$ cat config.mk
export PLATFORM = sky130hd
export DESIGN_NAME = serial_sub
export DESIGN_NICKNAME = d
export VERILOG_FILES = /design/src/rtl/serial_sub.sv
export SDC_FILE = /design/constraint.sdc
export NUM_CORES = 1
export LEC_CHECK = 0
export BUFFER_PORTS_ARGS = -buffer_cell sky130_fd_sc_hd__buf_2
export CAP_MARGIN = 20
export CORE_ASPECT_RATIO = 0.5
export CORE_MARGIN = 8
export CORE_UTILIZATION = 55
export DETAILED_ROUTE_END_ITERATION = 16
export PLACE_DENSITY = 0.85
export SLEW_MARGIN = 10
export SYNTH_ARGS = -nofsm -noshare
export SYNTH_HDL_FRONTEND = slang
export SYNTH_SLANG_ARGS = --single-unit
export TNS_END_PERCENT = 50
$ cat constraint.sdc
create_clock -name clk -period 3.65 [get_ports clk]
set_clock_uncertainty 0.1 [all_clocks]
set_input_delay 0.365 -clock clk [delete_from_list [all_inputs] [get_ports clk]]
set_output_delay 0.365 -clock clk [all_outputs]
set_load 0.02 [all_outputs]
$ cat src/rtl/serial_sub.sv
// ---------------------------------------------------------------------------
// serial_sub -- bit-serial WIDTH-bit subtractor, diff = a - b (mod 2^WIDTH)
//
// One full-subtractor cell plus a borrow flip-flop process the operands
// LSB-first, one bit per clock. A request is accepted in IDLE or DONE; the
// WIDTH bits are processed on the following WIDTH clock edges and done pulses
// for one cycle after the last bit. Results hold until the next completion.
//
// Ports
//   clk    in   1      rising-edge clock
//   rst    in   1      asynchronous active-high reset
//   start  in   1      request, sampled only when not busy
//   a      in   WIDTH  minuend, captured on an accepted start
//   b      in   WIDTH  subtrahend, captured on an accepted start
//   busy   out  1      high while bits are being processed
//   done   out  1      one-cycle pulse: diff/bout just became valid
//   diff   out  WIDTH  registered result
//   bout   out  1      final borrow (a < b, unsigned)
//   ovf    out  1      signed overflow (only with SERIAL_SUB_OVF_EN)
//
// Build option: define SERIAL_SUB_OVF_EN to add the ovf port and its logic.
// ---------------------------------------------------------------------------
module serial_sub #(
    parameter int WIDTH = 8
) (
    input  logic             clk,
    input  logic             rst,
    input  logic             start,
    input  logic [WIDTH-1:0] a,
    input  logic [WIDTH-1:0] b,
    output logic             busy,
    output logic             done,
    output logic [WIDTH-1:0] diff,
    output logic             bout
`ifdef SERIAL_SUB_OVF_EN
    ,
    output logic             ovf
`endif
);

    localparam int CW = $clog2(WIDTH + 1);

    typedef enum logic [1:0] {
        IDLE  = 2'd0,
        SHIFT = 2'd1,
        DONE  = 2'd2
    } state_t;

    state_t           state_q;
    logic [WIDTH-1:0] a_sh_q;
    logic [WIDTH-1:0] b_sh_q;
    logic [WIDTH-1:0] res_q;
    logic             br_q;
    logic [CW-1:0]    cnt_q;
    logic             busy_q;
    logic             done_q;
    logic [WIDTH-1:0] diff_q;
    logic             bout_q;
`ifdef SERIAL_SUB_OVF_EN
    logic             ovf_q;
`endif

    logic             bit_d;
    logic             br_d;
    logic [WIDTH-1:0] res_d;
    logic             last_s;

    // Full-subtractor difference bit.
    function automatic logic fs_diff(input logic x, input logic y, input logic br);
        return x ^ y ^ br;
    endfunction

    // Full-subtractor borrow out.
    function automatic logic fs_borrow(input logic x, input logic y, input logic br);
        return (~x & y) | (~(x ^ y) & br);
    endfunction

    // Subtractor cell on the current LSBs and next result-register value.
    always_comb begin
        bit_d  = fs_diff(a_sh_q[0], b_sh_q[0], br_q);
        br_d   = fs_borrow(a_sh_q[0], b_sh_q[0], br_q);
        res_d  = {bit_d, res_q[WIDTH-1:1]};
        last_s = (cnt_q == CW'(WIDTH - 1));
    end

    // Control FSM with shift datapath and registered outputs.
    always_ff @(posedge clk or posedge rst) begin
        if (rst) begin
            state_q <= IDLE;
            a_sh_q  <= '0;
            b_sh_q  <= '0;
            res_q   <= '0;
            br_q    <= 1'b0;
            cnt_q   <= '0;
            busy_q  <= 1'b0;
            done_q  <= 1'b0;
            diff_q  <= '0;
            bout_q  <= 1'b0;
`ifdef SERIAL_SUB_OVF_EN
            ovf_q   <= 1'b0;
`endif
        end else begin
            case (state_q)
                IDLE, DONE: begin
                    done_q <= 1'b0;
                    if (start) begin
                        a_sh_q  <= a;
                        b_sh_q  <= b;
                        res_q   <= '0;
                        br_q    <= 1'b0;
                        cnt_q   <= '0;
                        busy_q  <= 1'b1;
                        state_q <= SHIFT;
                    end else begin
                        busy_q  <= 1'b0;
                        state_q <= IDLE;
                    end
                end
                SHIFT: begin
                    a_sh_q <= a_sh_q >> 1;
                    b_sh_q <= b_sh_q >> 1;
                    res_q  <= res_d;
                    br_q   <= br_d;
                    cnt_q  <= cnt_q + CW'(1);
                    if (last_s) begin
                        diff_q  <= res_d;
                        bout_q  <= br_d;
`ifdef SERIAL_SUB_OVF_EN
                        // br_q holds the borrow into the MSB on this last bit;
                        // signed overflow is borrow-in XOR borrow-out there.
                        ovf_q   <= br_q ^ br_d;
`endif
                        busy_q  <= 1'b0;
                        done_q  <= 1'b1;
                        state_q <= DONE;
                    end else begin
                        busy_q  <= 1'b1;
                        done_q  <= 1'b0;
                        state_q <= SHIFT;
                    end
                end
                default: begin
                    busy_q  <= 1'b0;
                    done_q  <= 1'b0;
                    state_q <= IDLE;
                end
            endcase
        end
    end

    assign busy = busy_q;
    assign done = done_q;
    assign diff = diff_q;
    assign bout = bout_q;
`ifdef SERIAL_SUB_OVF_EN
    assign ovf  = ovf_q;
`endif

endmodule

== Yosys cells after proc, flatten, opt, wreduce, memory -nomap -nowiden ==
Index checks and enable logic that the tools add are counted.
Word-level totals
  register bits: 42
  input bits: 19
  word-level logic and storage cells: 45
Cells by class
  $add $sub $neg: 1
  eq/ne operators: 4
  muxes and demuxes: 18
  bitwise operators: 7
  reductions and logical operators: 5
Operators with widths (count)
  $pmux 8 s2: 3
  $mux 8: 3
  $pmux 4 s2: 1
  $mux 1: 6
  $add 4x1->4 const B: 1
  $eq 4x3->1 const B: 1
  $mux 4: 1
  $pmux 1 s2: 2
  $pmux 2 s2: 1
  $reduce_and 2->1: 2
  $and 1x1->1: 2
  $eq 2x1->1 const B: 1
  $eq 2x2->1 const B: 1
  $logic_not 2->1: 1
  $mux 2: 1
  $ne 2x2->1 const B: 1
  $not 1->1: 2
  $reduce_bool 2->1: 1
  $reduce_or 2->1: 1
  $xor 1x1->1: 2
  $or 1x1->1: 1

== Logic depth before layout (Yosys ltp) ==
Gate-level depths: netlist of run 1.
  depth after elaboration: 5
  gate-level depth with buffers: 5
  gate-level depth less buffers: 4

== Least setup slack after synthesis of run 1 ==
No wires, ideal clock.
  kind: register to register
  start: register state_q[0]
  end: register diff_q[0] (netlist: diff[0])
  data arrival time: 1422 ps
  data required time: 3425 ps
  path slack: 2004 ps
  stages on the path, launching flop included: 5
  clock period less this slack: 1646 ps
  path through: dfrtp_1 nand2b_1 buf_6 nor3_4 mux2_2
Between the ends
  cells in the longest elaborated chain, start to end: 2
RTL lines
  start, declared: line 49  | state_t state_q;
  start signal, assigned: line 89  | state_q <= IDLE;
  start signal, assigned: line 113  | state_q <= SHIFT;
  start signal, assigned: line 116  | state_q <= IDLE;
  $eq 2x1->1: line 103  | case (state_q)
  $reduce_and 2->1 (no source line)
  end signal, assigned: line 126  | diff_q <= res_d;
  end, declared: line 57  | logic [WIDTH-1:0] diff_q;
No other way between the ends.
A chain may end at the register's enable or synchronous reset.

== Worst setup path in the final report of run 1 ==
  start: register state_q[1]
  end: register diff_q[5] (netlist: diff[5])
Same word-level chain as after synthesis.

==> out/metrics.yaml, run 1 <==
grt.overflow.total: 0
status: "completed"
rsz0062_at_grt: "no"
cts_sinks: 40
drive_gt1_share_pct: 29.3
start_util_pct: 56.0
drt_pre_antenna_iters: 4
tns_ps: 0
maxSlewHeadroom_pct: 41.9
drtAntennaViolNets: 0
fin_crit_sh_pct: 56.5
drv_slew: 0
synth_top_area_share_pct: 61.1
max_stage_delay_ps: 610
placementRows: 14
antenna_found_initial: 0
antenna_cells: 0
drt_wl_total_mm: 3.28
cp.required_ps: 3730
cts_setup_buffers: 0
worstPathCellList: "nand2b_1 -> nor3_4 -> mux2_2"
synth_cells: 134
cts_tree: "built"
gp_congestion: 0.775
n_fill_cell: 212
ys_warn_count: 0
layout.cells.non_filler: 204
grt_max_degree: 41
path_clk_slew_ps: 80
die_h_um: 54.6
cts-resized-gates: 0
multi_input_area_um2: 577
vdd_drop_max_mv: 0.461
register_area_mm2: 0.00100
utilization_pct: 65.6
ys_ff_latch: 40
p_clk_share_pct: 20.6
setup.worst_path.class: "flip-flop to flip-flop"
ys_seq_area_share_pct: 61.1
crit_fanout: 17
drc: 0
max_freq_mhz: 485
cts_root_buffer: "clkbuf_8"
finalCriticalPeriod_ps: 2060
p_seq_share_pct: 43.3
worstPathArrival_ps: 2150
final_net_count: 184
finalSetupViolCount: 0
timing_hold_violations_final: 0
die_x_um: 93.2
endpoint_kind: "flip-flop"
power_switching_uw: 646
via_per_inst: 5.57
p_sw_share_pct: 36.7
vias: 1137
pwr-share-comb_pct: 36.0
core-area_mm2: 0.00293
first_global_vias: 1111
io_pins: 30
syn_nets: 155
netlist_area_mm2: 0.00164
numCtsBuffers: 5
yosysTopAreaCell: "dfrtp_1"
cap_violations: 0
hp-class: "primary input to async pin"
area_growth_pct: 17.1
critPathSlowestCell: "nor3_4"
p_leak_uw: 0.000959
ctsHtreeMaxLevel: 2
wl_per_cell_um: 16.1
p_int_uw: 1110
grt_pass1_wl_mm: 5.31
track_usage_pct: 13.8
ys_types: 25
die_area_mm2: 0.00509
holdWs_ps: 79.0
clock_latency_ps: 290
syn_area_per_cell_um2: 12.2
dp.cells: 196
place.detailed.hpwl_mm: 2.19
cts_buffer_depth: 2
worstSetupStartpointType: "flip-flop"
portBuffers: 29
drt_iter0_drc: 82
ys_top_cells_by_area: "dfrtp_1 (61%), a22oi_1 (6.0%), a22o_1 (5.9%), mux2_2 (5.5%), nand3_1 (4.0%)"
worst_slew_pin_slew_ps: 871
postCtsHoldBufs: 0
p_per_area_mw_per_mm2: 918
## Yosys cell counts
library cell,number
buf_2,3
buf_1,1
o2bb2ai_1,1
inv_1,4
ha_1,1
nand2b_1,2
mux2i_1,3
and2b_1,1
nor2b_1,2
xnor2_1,1
buf_6,1
nand2_1,16
nand3_1,13
dfrtp_1,40
fa_1,1
o21ai_0,1
nand4_1,1
a22oi_1,13
nor3_4,1
a221o_1,1
nor2_1,2
nor3_1,2
mux2_2,8
clkbuf_1,4
a22o_1,11
## metrics by stage
step           power [uW]  area [um2]  setup WS [ps]
2_1_floorplan        1250        1640           2000
3_3_place_gp         1360        1800           1600
3_5_place_dp         1400        1800           1580
4_1_cts              1770        1920           1580
5_1_grt              1880        1920           1470
6_report             1760        1920           1590
## flip-flops by register name (all words and copies together), names as in the netlist
name	flops
done	1
diff	8
res_q	7
a_sh_q	8
br_q	1
state_q	2
bout	1
cnt_q	4
b_sh_q	8
## cell type report
cell class	instances	share of cell area (%)
Clock inverter	3	2.41
Timing Repair Buffer	31	8.35
Multi-Input combinational cell	81	30.1
Tap cell	40	2.61
Inverter	4	0.783
Clock buffer	5	3.59
Sequential cell	40	52.2
## metal layers
metal	GRT usage, %	routed length [um]	share of wire [%]	vias to the layer above
met5	0	0	0	-
met4	7.65	53	1.6	0
met3	4.92	195	5.9	6
met2	20.3	1510	46	37
met1	17.8	1530	46	558
li1	-	-	-	536
## layout by cell type (no fill, tap or decap), drive strengths merged, types with 3 or more instances in the layout
| cell type | synthesis | routed |
|---|---|---|
| a22oi | 13 | 13 |
| buf | 5 | 31 |
| mux2i | 3 | 3 |
| dfrtp | 40 | 40 |
| inv | 4 | 5 |
| nor3 | 3 | 3 |
| nand3 | 13 | 13 |
| nand2 | 16 | 16 |
| mux2 | 8 | 8 |
| clkbuf | 4 | 5 |
| a22o | 11 | 11 |
## final timing paths
check	to	from	slack, ps	cells after the start
hold / removal	diff[6]	rst	80	3
max in group asynchronous	a_sh_q[3]	rst	3020	3
min in group clk	a_sh_q[7]	a[7]	190	2
hold reg to reg	br_q	br_q	400	1
setup / recovery	diff[5]	state_q[1]	1590	3
setup reg to reg	diff[5]	state_q[1]	1590	3
## power by group through the flow
stage	clock network, uW	logic, uW	registers (uW)
after CTS	372	641	761
after floorplan	0	449	798
after global routing	391	706	783
after global placement	0	611	754
after detailed placement	0	635	765
final	363	634	763
## cell families after synthesis
family | Yosys count | synth area share [%]
buffers and inverters | 13 | 3.67
DFF | 40 | 61.1
muxes | 11 | 7.33
and+or+nand+nor | 40 | 12.1
AOI/OAI and AO/OA | 27 | 13.3
adders and majority gates | 2 | 1.99
xor gates and xnor gates | 1 | 0.535
## worst max-delay path, delay by kind of cell, from the launching register on
| kind | cells | cell delay [ps] |
|---|---|---|
| multiplexers | 1 | 400 |
| AND/OR/NAND/NOR | 2 | 1090 |
| flip-flops | 1 | 370 |
(Power assumes the default switching activity.)
==> run 2: changes to the inputs <==
--- a/config.mk
+++ b/config.mk
@@ -9,9 +9,9 @@
 export CAP_MARGIN = 20
 export CORE_ASPECT_RATIO = 0.5
 export CORE_MARGIN = 8
-export CORE_UTILIZATION = 55
+export CORE_UTILIZATION = 48
 export DETAILED_ROUTE_END_ITERATION = 16
-export PLACE_DENSITY = 0.85
+export PLACE_DENSITY = 0.79
 export SLEW_MARGIN = 10
 export SYNTH_ARGS = -nofsm -noshare
 export SYNTH_HDL_FRONTEND = slang
==> constraint.sdc (replaced) <==
create_clock -name clk -period 1.86 [get_ports clk]
set_clock_uncertainty 0.1 [all_clocks]
set_input_delay 0.186 -clock clk [delete_from_list [all_inputs] [get_ports clk]]
set_output_delay 0.186 -clock clk [all_outputs]
set_load 0.02 [all_outputs]
==> out/metrics.yaml, run 2 (same netlist as run 1, synthesis figures left out) <==
status: "completed"  # unchanged
r2r_end: "diff[0]"  # was diff[5]
p_leak_uw: 0.00101  # was 0.000959 uW
finalCriticalPeriod_ps: 1630  # was 2060 ps
reg2reg_from: "cnt_q[0]"  # was state_q[1]
worstPathCellList: "ha_1 -> nand2_1 -> nor3_4 -> buf_12 -> mux2_2"  # was nand2b_1 -> nor3_4 -> mux2_2
p_int_uw: 2270  # was 1110 uW
final_net_count: 195  # was 184
vias: 1166  # was 1137
vdd_drop_max_mv: 0.611  # was 0.461 mV
critPathSlowestCell: "dfrtp_1"  # was nor3_4
final_cell_mix: "dfrtp_1 (40), buf_2 (29), nand2_1 (16)"  # unchanged
utilization_pct: 60.5  # was 65.6%
crit_path_end: "diff[0]"  # was diff[5]
drc: 0  # unchanged
path_clk_slew_ps: 70  # was 80 ps
area_growth_pct: 23.4  # was 17.1%
rsz0062_at_grt: "no"  # unchanged
portBuffers: 29  # unchanged
drtAntennaViolNets: 0  # unchanged
p_clk_share_pct: 19.5  # was 20.6%
reg2reg_slack_ps: 230  # was 1590 ps
tns_ps: 0  # unchanged
maxSlewHeadroom_pct: 61.7  # was 41.9%
holdWs_ps: 13.8  # was 79.0 ps
drt_iter0_drc: 59  # was 82
drt_pre_antenna_iters: 4  # unchanged
cap_violations: 0  # unchanged
endpoint_kind: "flip-flop"  # unchanged
drive_gt1_share_pct: 30.3  # was 29.3%
placementRows: 15  # was 14
p_sw_share_pct: 35.5  # was 36.7%
cts_buffer_depth: 2  # unchanged
io_pins: 30  # unchanged
power_switching_uw: 1250  # was 646 uW
grt.overflow.total: 0  # unchanged
critPathBufInv: 1  # was 0
place.detailed.hpwl_mm: 2.22  # was 2.19 mm
timing_hold_violations_final: 0  # unchanged
die_area_mm2: 0.00565  # was 0.00509 mm2
multi_input_area_um2: 577  # unchanged
final_common_cell: "dfrtp_1"  # unchanged
first_global_vias: 1165  # was 1111
fin_crit_sh_pct: 87.5  # was 56.5%
register_area_mm2: 0.00100  # unchanged
setup.worst_path.class: "flip-flop to flip-flop"  # unchanged
r2r.worst_path.cells: 5  # was 3
drt_wl_total_mm: 3.24  # was 3.28 mm
gp_congestion: 0.731  # was 0.775
drv_slew: 0  # unchanged
worstSetupStartpointType: "flip-flop"  # unchanged
grt_max_degree: 41  # unchanged
crit_fanout: 10  # was 17
track_usage_pct: 13.2  # was 13.8%
via_per_inst: 5.37  # was 5.57
cts_tree: "built"  # unchanged
p_per_area_mw_per_mm2: 1740  # was 918 mW/mm2
die_h_um: 57.3  # was 54.6 um
cp.required_ps: 1940  # was 3730 ps
start_util_pct: 49.0  # was 56.0%
max_stage_delay_ps: 400  # was 610 ps
ctsHtreeMaxLevel: 2  # unchanged
worst_slew_pin_slew_ps: 574  # was 871 ps
cts_sinks: 40  # unchanged
critical-path-top-delay-family: "flip-flops"  # was simple AND/OR/NAND/NOR gates
crit_path_start: "cnt_q[0]"  # was state_q[1]
dp_slack_ps: 127  # was 1580 ps
antenna_found_initial: 0  # unchanged
core-area_mm2: 0.00334  # was 0.00293 mm2
fin_ws_ps: 233  # was 1590 ps
wl_per_cell_um: 14.9  # was 16.1 um
hp-start: "b[2]"
die_x_um: 98.6  # was 93.2 um
n_fill_cell: 287  # was 212
numCtsBuffers: 5  # unchanged
hp-class: "primary input to flip-flop"  # was primary input to async pin
grt_pass1_wl_mm: 5.76  # was 5.31 mm
worstPathArrival_ps: 1700  # was 2150 ps
finalSetupViolCount: 0  # unchanged
max_freq_mhz: 615  # was 485 MHz
cp.depth: 5  # was 3
cts_root_buffer: "clkbuf_8"  # unchanged
pwr-share-comb_pct: 38.4  # was 36.0%
cts-resized-gates: 0  # unchanged
antenna_cells: 0  # unchanged
p_seq_share_pct: 42.0  # was 43.3%
clock_latency_ps: 290  # about the same
-- run 2: worst min-delay path: stages --
cell and delay [ps]:
buf_2 80, a22oi_1 60, nand2_1 60
-- run 2: layout make-up --
class                      count  area share, %
clock buffer                   6           3.59
timing repair buffer          42           13.3
inverter                       4          0.743
tap                           42           2.60
clock inverter                 2           1.73
sequential                    40           49.5
multi-input combinational     81           28.5
-- run 2: power groups by stage --
| stage | registers [uW] | logic, uW | clock network (uW) |
|---|---|---|---|
| 6_report | 1480 | 1350 | 688 |
| 5_1_grt | 1530 | 1520 | 747 |
| 4_1_cts | 1490 | 1360 | 712 |
| 3_5_place_dp | 1500 | 1340 | 0 |
| 3_3_place_gp | 1480 | 1300 | 0 |
| 2_1_floorplan | 1570 | 880 | 0 |
-- run 2: what timing repair did --
action,CTS,global route
hold buffers,5,0
buffers inserted,0,1
endpoints found under the hold margin,44,0
endpoints found under the setup margin,0,2
-- run 2: worst min-delay path by stage --
stage           endpoint  slack [ps]  depth (start not counted)
6_report       b_sh_q[2]          10                          3
5_1_grt        b_sh_q[1]          10                          3
4_1_cts        b_sh_q[2]         0.4                          3
3_5_place_dp     diff[5]         230                          3
3_3_place_gp        done         220                          3
2_1_floorplan  a_sh_q[0]         210                          2
-- run 2: routing by layer --
| layer | GRT usage, % | wire, um |
|---|---|---|
| met3 | 5.21 | 149 |
| met5 | 0 | 0 |
| met2 | 19.6 | 1520 |
| met1 | 16.1 | 1500 |
| met4 | 7.78 | 75 |
-- run 2: through the flow --
step           total power [uW]  instances  area [um2]
4_1_cts                    3560        216        2000
6_report                   3520        217        2020
5_1_grt                    3800        217        2020
3_3_place_gp               2780        203        1840
3_5_place_dp               2840        203        1840
2_1_floorplan              2450        134        1640
